$ cat config.mk
export PLATFORM = sky130hd
export DESIGN_NAME = mem_arbiter
export DESIGN_NICKNAME = d
export VERILOG_FILES = /design/src/rtl/mem_arbiter.sv
export SDC_FILE = /design/constraint.sdc
export NUM_CORES = 1
export LEC_CHECK = 0
export BUFFER_PORTS_ARGS = -buffer_cell sky130_fd_sc_hd__buf_2
export CAP_MARGIN = 0
export CORE_MARGIN = 3
export CORE_UTILIZATION = 40
export CTS_CLUSTER_DIAMETER = 150
export DETAILED_ROUTE_END_ITERATION = 8
export SLEW_MARGIN = 5
export SYNTH_ARGS = -nofsm -noshare
export SYNTH_HDL_FRONTEND = slang
export SYNTH_SLANG_ARGS = --single-unit
$ cat constraint.sdc
create_clock -name clk -period 4.15 [get_ports clk]
set_input_delay 0.415 -clock clk [delete_from_list [all_inputs] [get_ports clk]]
set_output_delay 0.415 -clock clk [all_outputs]
set_load 0.05 [all_outputs]
$ cat src/rtl/mem_arbiter.sv
// Two-requester byte-serial memory arbiter: instruction fetch (word reads) and
// data accesses (1/2/4-byte reads and writes) share one 8-bit RAM port.
module mem_arbiter #(
  parameter logic MEM_PRIORITY = 1'b1
) (
  input  logic        clk,
  input  logic        rst,
  input  logic        rdy,
  input  logic        if_req,
  input  logic [31:0] if_addr,
  input  logic        if_flush,
  output logic        if_done,
  output logic [31:0] if_data,
  input  logic        mem_req,
  input  logic        mem_we,
  input  logic [1:0]  mem_size,
  input  logic [31:0] mem_addr,
  input  logic [31:0] mem_wdata,
  output logic        mem_done,
  output logic [31:0] mem_rdata,
  output logic        mem_stall_req,
  output logic [31:0] ram_a,
  output logic [7:0]  ram_dout,
  output logic        ram_wr,
  input  logic [7:0]  ram_din
);

  typedef enum logic [1:0] {
    IDLE   = 2'd0,
    IF_RD  = 2'd1,
    MEM_RD = 2'd2,
    MEM_WR = 2'd3
  } state_t;

  state_t      state_r, state_s;
  logic [2:0]  c_r, c_s;
  logic [2:0]  n_r, n_s;
  logic [31:0] base_r, base_s;
  logic [31:0] wdata_r, wdata_s;
  logic [31:0] buf_r, buf_s;
  logic [31:0] if_data_r, if_data_s;
  logic [31:0] mem_rdata_r, mem_rdata_s;
  logic        if_done_r, if_done_s;
  logic        mem_done_r, mem_done_s;
  logic [31:0] ram_a_r, ram_a_s;
  logic [7:0]  ram_dout_r, ram_dout_s;
  logic        wr_act_r, wr_act_s;

  logic        if_ok_s;
  logic        mem_ok_s;
  logic        grant_mem_s;
  logic [2:0]  c_inc_s;
  logic [31:0] capt_s;

  function automatic logic [2:0] size_bytes(input logic [1:0] size);
    logic [2:0] n;
    case (size)
      2'b00:   n = 3'd1;
      2'b01:   n = 3'd2;
      default: n = 3'd4;
    endcase
    return n;
  endfunction

  function automatic logic [7:0] byte_of(input logic [31:0] word, input logic [1:0] idx);
    logic [7:0] b;
    case (idx)
      2'd0:    b = word[7:0];
      2'd1:    b = word[15:8];
      2'd2:    b = word[23:16];
      default: b = word[31:24];
    endcase
    return b;
  endfunction

  function automatic logic [31:0] put_byte(input logic [31:0] word, input logic [1:0] idx,
                                           input logic [7:0] b);
    logic [31:0] w;
    w = word;
    case (idx)
      2'd0:    w[7:0]   = b;
      2'd1:    w[15:8]  = b;
      2'd2:    w[23:16] = b;
      default: w[31:24] = b;
    endcase
    return w;
  endfunction

  // A requester whose done pulse is showing this cycle is masked so a held request is not re-granted.
  always_comb begin
    if_ok_s     = if_req & ~if_flush & ~if_done_r;
    mem_ok_s    = mem_req & ~mem_done_r;
    grant_mem_s = mem_ok_s & (MEM_PRIORITY | ~if_ok_s);
    c_inc_s     = c_r + 3'd1;
    capt_s      = put_byte(buf_r, c_r[1:0] - 2'd1, ram_din);
  end

  // Next-state and datapath update; every register holds unless rdy allows a step.
  always_comb begin
    state_s     = state_r;
    c_s         = c_r;
    n_s         = n_r;
    base_s      = base_r;
    wdata_s     = wdata_r;
    buf_s       = buf_r;
    if_data_s   = if_data_r;
    mem_rdata_s = mem_rdata_r;
    if_done_s   = if_done_r;
    mem_done_s  = mem_done_r;
    ram_a_s     = ram_a_r;
    ram_dout_s  = ram_dout_r;
    wr_act_s    = wr_act_r;

    if (rdy) begin
      if_done_s  = 1'b0;
      mem_done_s = 1'b0;
    end else begin
      if_done_s  = if_done_r;
      mem_done_s = mem_done_r;
    end

    case (state_r)
      IDLE: begin
        if (rdy && grant_mem_s) begin
          state_s    = mem_we ? MEM_WR : MEM_RD;
          c_s        = 3'd0;
          n_s        = size_bytes(mem_size);
          base_s     = mem_addr;
          wdata_s    = mem_wdata;
          buf_s      = 32'd0;
          ram_a_s    = mem_addr;
          ram_dout_s = mem_wdata[7:0];
          wr_act_s   = mem_we;
        end else if (rdy && if_ok_s) begin
          state_s  = IF_RD;
          c_s      = 3'd0;
          n_s      = 3'd4;
          base_s   = if_addr;
          buf_s    = 32'd0;
          ram_a_s  = if_addr;
          wr_act_s = 1'b0;
        end else begin
          state_s = IDLE;
        end
      end
      IF_RD, MEM_RD: begin
        if (state_r == IF_RD && if_flush) begin
          state_s = IDLE;
          c_s     = 3'd0;
        end else if (rdy) begin
          // Byte k arrives one cycle after its address, so capture lags the counter by one.
          if (c_r != 3'd0) begin
            buf_s = capt_s;
          end else begin
            buf_s = buf_r;
          end
          if (c_r == n_r) begin
            state_s = IDLE;
            c_s     = 3'd0;
            if (state_r == IF_RD) begin
              if_data_s = capt_s;
              if_done_s = 1'b1;
            end else begin
              mem_rdata_s = capt_s;
              mem_done_s  = 1'b1;
            end
          end else begin
            c_s     = c_inc_s;
            ram_a_s = base_r + {29'd0, c_inc_s};
          end
        end else begin
          state_s = state_r;
        end
      end
      MEM_WR: begin
        if (rdy) begin
          if (c_inc_s == n_r) begin
            state_s    = IDLE;
            c_s        = 3'd0;
            wr_act_s   = 1'b0;
            mem_done_s = 1'b1;
          end else begin
            c_s        = c_inc_s;
            ram_a_s    = base_r + {29'd0, c_inc_s};
            ram_dout_s = byte_of(wdata_r, c_inc_s[1:0]);
          end
        end else begin
          state_s = state_r;
        end
      end
      default: begin
        state_s  = IDLE;
        c_s      = 3'd0;
        wr_act_s = 1'b0;
      end
    endcase
  end

  // State and datapath registers.
  always_ff @(posedge clk or negedge rst) begin
    if (!rst) begin
      state_r     <= IDLE;
      c_r         <= 3'd0;
      n_r         <= 3'd0;
      base_r      <= 32'd0;
      wdata_r     <= 32'd0;
      buf_r       <= 32'd0;
      if_data_r   <= 32'd0;
      mem_rdata_r <= 32'd0;
      if_done_r   <= 1'b0;
      mem_done_r  <= 1'b0;
      ram_a_r     <= 32'd0;
      ram_dout_r  <= 8'd0;
      wr_act_r    <= 1'b0;
    end else begin
      state_r     <= state_s;
      c_r         <= c_s;
      n_r         <= n_s;
      base_r      <= base_s;
      wdata_r     <= wdata_s;
      buf_r       <= buf_s;
      if_data_r   <= if_data_s;
      mem_rdata_r <= mem_rdata_s;
      if_done_r   <= if_done_s;
      mem_done_r  <= mem_done_s;
      ram_a_r     <= ram_a_s;
      ram_dout_r  <= ram_dout_s;
      wr_act_r    <= wr_act_s;
    end
  end

  // rdy gates strobes and pulses directly so a frozen cycle never writes or signals.
  assign if_done       = if_done_r & rdy;
  assign mem_done      = mem_done_r & rdy;
  assign ram_wr        = wr_act_r & rdy;
  assign if_data       = if_data_r;
  assign mem_rdata     = mem_rdata_r;
  assign ram_a         = ram_a_r;
  assign ram_dout      = ram_dout_r;
  assign mem_stall_req = mem_req & ~mem_done;

endmodule

# Yosys cells after proc, flatten, opt, wreduce, memory -nomap -nowiden

Index checks and enable logic that the tools add are counted.

Bitwise logic cells: 13
Eq/ne operators: 21
$add $sub $neg: 3
Reduce and logical (&&, ||, !) cells: 23
Mux-type cells: 62

Operators by type and width:

| kind                                                                   | number |
|---|---|
| 32-bit two-way mux                                                     | 12 |
| 32-bit one-hot mux with 3 select lines                                 | 1 |
| 32-bit one-hot mux with 2 select lines                                 | 1 |
| 8-bit two-way mux                                                      | 7 |
| 32-bit by 3-bit adder with 32-bit output                               | 1 |
| 3-bit two-way mux                                                      | 9 |
| 8-bit one-hot mux with 3 select lines                                  | 1 |
| 1-bit two-way mux                                                      | 19 |
| 2-bit != test (second input constant)                                  | 8 |
| 8-bit one-hot mux with 2 select lines                                  | 1 |
| 5-bit AND reduction                                                    | 3 |
| 2-bit two-way mux                                                      | 6 |
| 4-bit AND reduction                                                    | 3 |
| 3-bit != test (second input constant)                                  | 3 |
| 3-bit one-hot mux with 3 select lines                                  | 1 |
| 2-bit by 1-bit equality test with 1-bit output (second input constant) | 4 |
| 2-bit equality test (second input constant)                            | 4 |
| 2-bit logical NOT                                                      | 4 |
| 1-bit bitwise AND                                                      | 7 |
| 3-bit equality test                                                    | 2 |
| 1-bit inverter                                                         | 6 |
| 2-bit one-hot mux with 3 select lines                                  | 1 |
| 3-bit one-hot mux with 2 select lines                                  | 1 |
| 6-bit AND reduction                                                    | 1 |
| 10 further kinds                                                       | 16 |

Bits in registers: 211
Input port bits: 113
Word-level logic and storage cells: 135
Output and inout port bits: 108

# Longest topological paths before layout

Depth in word-level cells: 8
Mapped depth: 11
Mapped depth without buffers: 9

# Least setup slack after synthesis

OpenSTA, ideal clock, no wires.

Kind: register to register
From: register c_r[0]
To: register ram_a_r[21], in the netlist ram_a[21]
Buffers on the path: 3
Arrival time: 3.030 ns
Data required time: 4.025 ns
Library setup time: 0.125 ns
Setup slack: 0.995 ns
Cell stages (with the launch flop): 12
Clock period less this slack: 3.155 ns
Cell sequence: dfrtp_1 ha_1 buf_2 buf_1 xor2_1 ha_1 o211ai_1 or4_1 buf_2 o31a_1 o31a_1 mux2_2

Word-level cells in the longest chain between the ends: 6
Elaborated cells between the ends (all ways): 13
Those cells by class: add/sub: 2; eq/ne: 4; mux: 6; reduce/logical: 1

RTL lines:

| what                                     | RTL line | text |
|---|---|---|
| from (decl)                              | 36       | `logic [2:0] c_r, c_s;` |
| from (signal assigned)                   | 217      | `c_r <= c_s;` |
| 3-bit by 1-bit adder with 3-bit output   | 94       | `c_inc_s = c_r + 3'd1;` |
| 32-bit by 3-bit adder with 32-bit output | 169, 184 |  |
| 32-bit two-way mux                       | 157      | `if (c_r == n_r) begin` |
| 32-bit two-way mux                       | 150      | `end else if (rdy) begin` |
| 32-bit two-way mux                       | 147      | `if (state_r == IF_RD && if_flush) begin` |
| 32-bit one-hot mux with 3 select lines   | 122      | `case (state_r)` |
| to (signal assigned)                     | 226      | `ram_a_r <= ram_a_s;` |
| to (decl)                                | 45       | `logic [31:0] ram_a_r, ram_a_s;` |

Parallel ways exist; a longest one is shown, timed or not. The select of a mux whose other input is x is not followed.
A chain may end at the register's enable or synchronous reset.

# Final worst setup path

From: register c_r[0]
To: register ram_a_r[14], in the netlist ram_a[14]

Same word-level chain as after synthesis.

==> metrics.sh <==
GRT_FIRST_PASS_WIRELENGTH_MM=44.6
AVGVIACOUNTPERCELL=5.34
MAX_FREQ_GHz=0.304
GLOBALROUTE.BUSIESTLAYER='met2'
FLOORPLAN.CORE_AREA_MM2=0.0255
SYNTHESIS.INSTANCES=1049
ASYNC_FLOP_SHARE_PCT=100
MAXCAPVIOLATIONS=0
GP_CONGESTION=0.816
DETAILEDROUTE.FIRSTITERATIONVIOLATIONS=557
CTS_HOLD_BUFFERS=1
CTS.REPAIR.RESIZED=0
GRT_SETUP_UNREPAIRED='no'
WORST_EP_ARRIVAL_TIME_PS=3680
SEQ_AREA_FRAC_SYNTH_PCT=50.2
GRT_USE_TOTAL_PCT=19.1
NETS=1369
SYN_AVG_CELL_AREA_UM2=10.0
FINALWORSTPATHREQUIREDPERIOD_PS=3290
CTS_BUFFERS=24
WORST_PIN_SLEW_PS=1130
YS_TOP_CELLS_BY_COUNT='211 x sky130_fd_sc_hd__dfrtp_1, 97 x sky130_fd_sc_hd__nand2_1, 88 x sky130_fd_sc_hd__nor2_1'
GROUTE.LAYER.MET2.USAGE_PCT=30.4
N_ANTENNA_CELL=0
TIMING.CRITICAL_PATH.REQUIRED_PS=4540
CLKLATENCYLATEPIN_PS=510
ROOT_BUFFER='sky130_fd_sc_hd__clkbuf_16'
FINAL.HOLD.WORST_SLACK_PS=101
LAYOUT-DRIVE-GT1-SHARE_PCT=27.8
OUTCOME='completed'
SYNTH.TOP_CELLS.BY_AREA='sky130_fd_sc_hd__dfrtp_1 50%, sky130_fd_sc_hd__mux2_2 6.6%, sky130_fd_sc_hd__mux2i_1 4.6%, sky130_fd_sc_hd__a21oi_1 4.1%, sky130_fd_sc_hd__nand2_1 3.5%'
YS_DOMINANT_REG_CELL='sky130_fd_sc_hd__dfrtp_1'
FIN_SKEW_PS=8.10
NUMBER_OF_ANTENNA_VIOLATIONS_AT_THE_FIRST_CHECK_IN_GLOBAL_ROUTING=1
DETAIL_ROUTE.DRC_VIOLATIONS=0
POST_CTS_SETUP_BUFFER_COUNT=0
DRTPASS1ITERATIONS=5
FLOORPLAN.DIE.WIDTH_UM=168
SETUP_TNS_PS=0
TIMING_WORST_SETUP_PATH_TYPE='flip-flop to flip-flop'
SYNTH_EDF_COUNT=0
FINAL_CORE_UTILIZATION_PCT=50.0
NUM_ROWS=58
DIE_HEIGHT_UM=168
YOSYS.CELL_COUNT.TOP_TYPE='sky130_fd_sc_hd__dfrtp_1'
IOS=221
POWER_mW=11.1
OVERALL_VIA_COUNT_FROM_DETAIL_ROUTE=8481
REG2REG_DEPTH=9
YS_SEQ_ELEMENTS=211
WORSTHOLDPATHTYPE='input port to flip-flop'
POST-DP-HPWL_MM=19.3
USE_MET1_PCT=28.1
CTS_MAX_LEVEL=1
MET3_GLOBAL_ROUTE_USAGE_PCT=3.05
NETLIST.TOP_CELL.BY_AREA='sky130_fd_sc_hd__dfrtp_1'
MIN_DELAY_PATH_DEPTH=2
MAXSLEWVIOLCOUNT=0
GRT_START_MAX_NET_PINS=89
SYNTHESIS.AREA_MM2=0.0105
PLACE.PORT_BUFFERS=220
WORST_SLEW_MARGIN_REL_PCT=24.6
DESIGN.DIE.AREA_MM2=0.0283
ROUTE.DETAILED.WL_PER_INST_UM=17.5
DETAIL-ROUTE-ANTENNA-NETS=0
POWER.STATIC_LEAKAGE_nW=5.94
SYNTHDISTINCTLIBCELLS=62
YOSYSTOPAREACELLSHARE_PCT=50.2
TRITONCTS_NUM_SINKS=211
CTS.PATH.MAX_BUFFERS=3
FLOW.AREA_GROWTH_FROM_SYNTHESIS_PCT=21.4
GRT_OVERFLOW_TOTAL=0
HOLD_VIOL=0
FIRST_GLOBAL_VIAS=8300
SYNTH_NETS=1177
PEAKVDDDROP_mV=0.679
CLOCK_TREE_FROM_TRITONCTS='built'
SETUP_VIOLATORS_FINAL=0
ENDPOINT_KIND='flip-flop'
ROUTED_WIRELENGTH_MM=27.7
PATH_CLK_SLEW_PS=60
MIN_PERIOD_OVER_PERIOD_PCT=79.3
WORSTPATHMAXFANOUT=13
INITIAL_UTILIZATION_PCT=41.2
TOTAL_NUMBER_OF_YOSYS_WARNINGS=0
CRITPATHLAUNCHTYPE='flip-flop'
POWER.DENSITY_mW_PER_MM2=868
## registers in the layout (all words and copies together) (netlist names), named ones only
signal and count:
c_r 3, ram_dout 8, if_data 32, wr_act_r 1
base_r 32, wdata_r 32, n_r 3, state_r 2
mem_done_r 1, buf_r 32, mem_rdata 32, ram_a 32
## report_power, final
group | switching, mW | internal, mW | total [mW]
registers | 0.643 | 3.01 | 3.65
logic | 3.56 | 1.66 | 5.22
clock network | 0.830 | 1.38 | 2.21
## logic make-up after synthesis
| family | share of synthesized area [%] |
|---|---|
| flip-flops | 50.2 |
| multiplexers | 11.3 |
| adder cells (fa/ha/maj) | 1.86 |
| AO/OA/AOI/OAI | 19.4 |
| buffers and inverters | 4.73 |
| AND/OR/NAND/NOR | 11.1 |
| XOR/XNOR | 1.39 |
## final timing paths
path                                  start          end  slack, ps
min in group asynchronous               rst    ram_a[21]        510
worst max register to register       c_r[0]    ram_a[14]        860
worst min register to register    base_r[0]    base_r[0]        490
max in group asynchronous               rst  ram_dout[7]       2740
worst max-delay path                 c_r[0]    ram_a[14]        860
worst min-delay path            mem_size[1]       n_r[0]        100
## layout by cell type, fill, tap and decap left out, types with 4 or more instances in the layout
cell and instances:
sky130_fd_sc_hd__buf_2 219, sky130_fd_sc_hd__dfrtp_1 211, sky130_fd_sc_hd__nand2_1 96, sky130_fd_sc_hd__nor2_1 88, sky130_fd_sc_hd__a21oi_1 86, sky130_fd_sc_hd__mux2_2 62
sky130_fd_sc_hd__inv_1 58, sky130_fd_sc_hd__o21ai_0 50, sky130_fd_sc_hd__mux2i_1 48, sky130_fd_sc_hd__a22o_1 38, sky130_fd_sc_hd__o21a_1 35, sky130_fd_sc_hd__o22ai_1 32
sky130_fd_sc_hd__clkbuf_16 25, sky130_fd_sc_hd__buf_4 15, sky130_fd_sc_hd__ha_1 14, sky130_fd_sc_hd__nor3_1 13, sky130_fd_sc_hd__nand3_1 11, sky130_fd_sc_hd__nor4_1 11
sky130_fd_sc_hd__nand4_1 10, sky130_fd_sc_hd__o31ai_1 9, sky130_fd_sc_hd__clkbuf_8 9, sky130_fd_sc_hd__a222oi_1 8, sky130_fd_sc_hd__xor2_1 7, sky130_fd_sc_hd__xnor2_1 7
sky130_fd_sc_hd__a31oi_1 7, sky130_fd_sc_hd__o31a_1 7, sky130_fd_sc_hd__o311ai_0 5, sky130_fd_sc_hd__and4_1 5, sky130_fd_sc_hd__nor2b_1 4, sky130_fd_sc_hd__a21o_1 4
sky130_fd_sc_hd__o211ai_1 4, sky130_fd_sc_hd__and2_1 4, sky130_fd_sc_hd__clkinv_2 4
## final cells by class
type	count	area [um^2]
fill	2390	12800
sequential	211	5280
multi-input combinational	709	4760
timing repair buffer	237	1250
clock buffer	37	761
tap	330	413
inverter	58	218
clock inverter	6	80.1
## critical path: stages, from the launching register on
cell and delay [ps]:
sky130_fd_sc_hd__dfrtp_1 480, sky130_fd_sc_hd__inv_1 160, sky130_fd_sc_hd__ha_1 400, sky130_fd_sc_hd__inv_1 90
sky130_fd_sc_hd__fa_1 410, sky130_fd_sc_hd__nand2b_1 230, sky130_fd_sc_hd__a211o_1 520, sky130_fd_sc_hd__o31a_1 360
sky130_fd_sc_hd__o31a_1 270, sky130_fd_sc_hd__mux2_2 260
## routing by layer
metal  part of all wire [%]  vias to the layer above
met2                     45                      220
met1                     48                     4080
met3                    5.4                       29
met4                    1.7                        2
li1                       -                     4150
met5                  0.047                        -
## per-stage QoR
step	setup slack (ps)	cells	instance area [um^2]
floorplan	995	1049	10500
global placement	982	1544	11900
detailed placement	881	1544	11900
CTS	851	1588	12800
global route	697	1588	12800
finish	859	1588	12800
No activity file was read; power rests on OpenSTA's default activity.
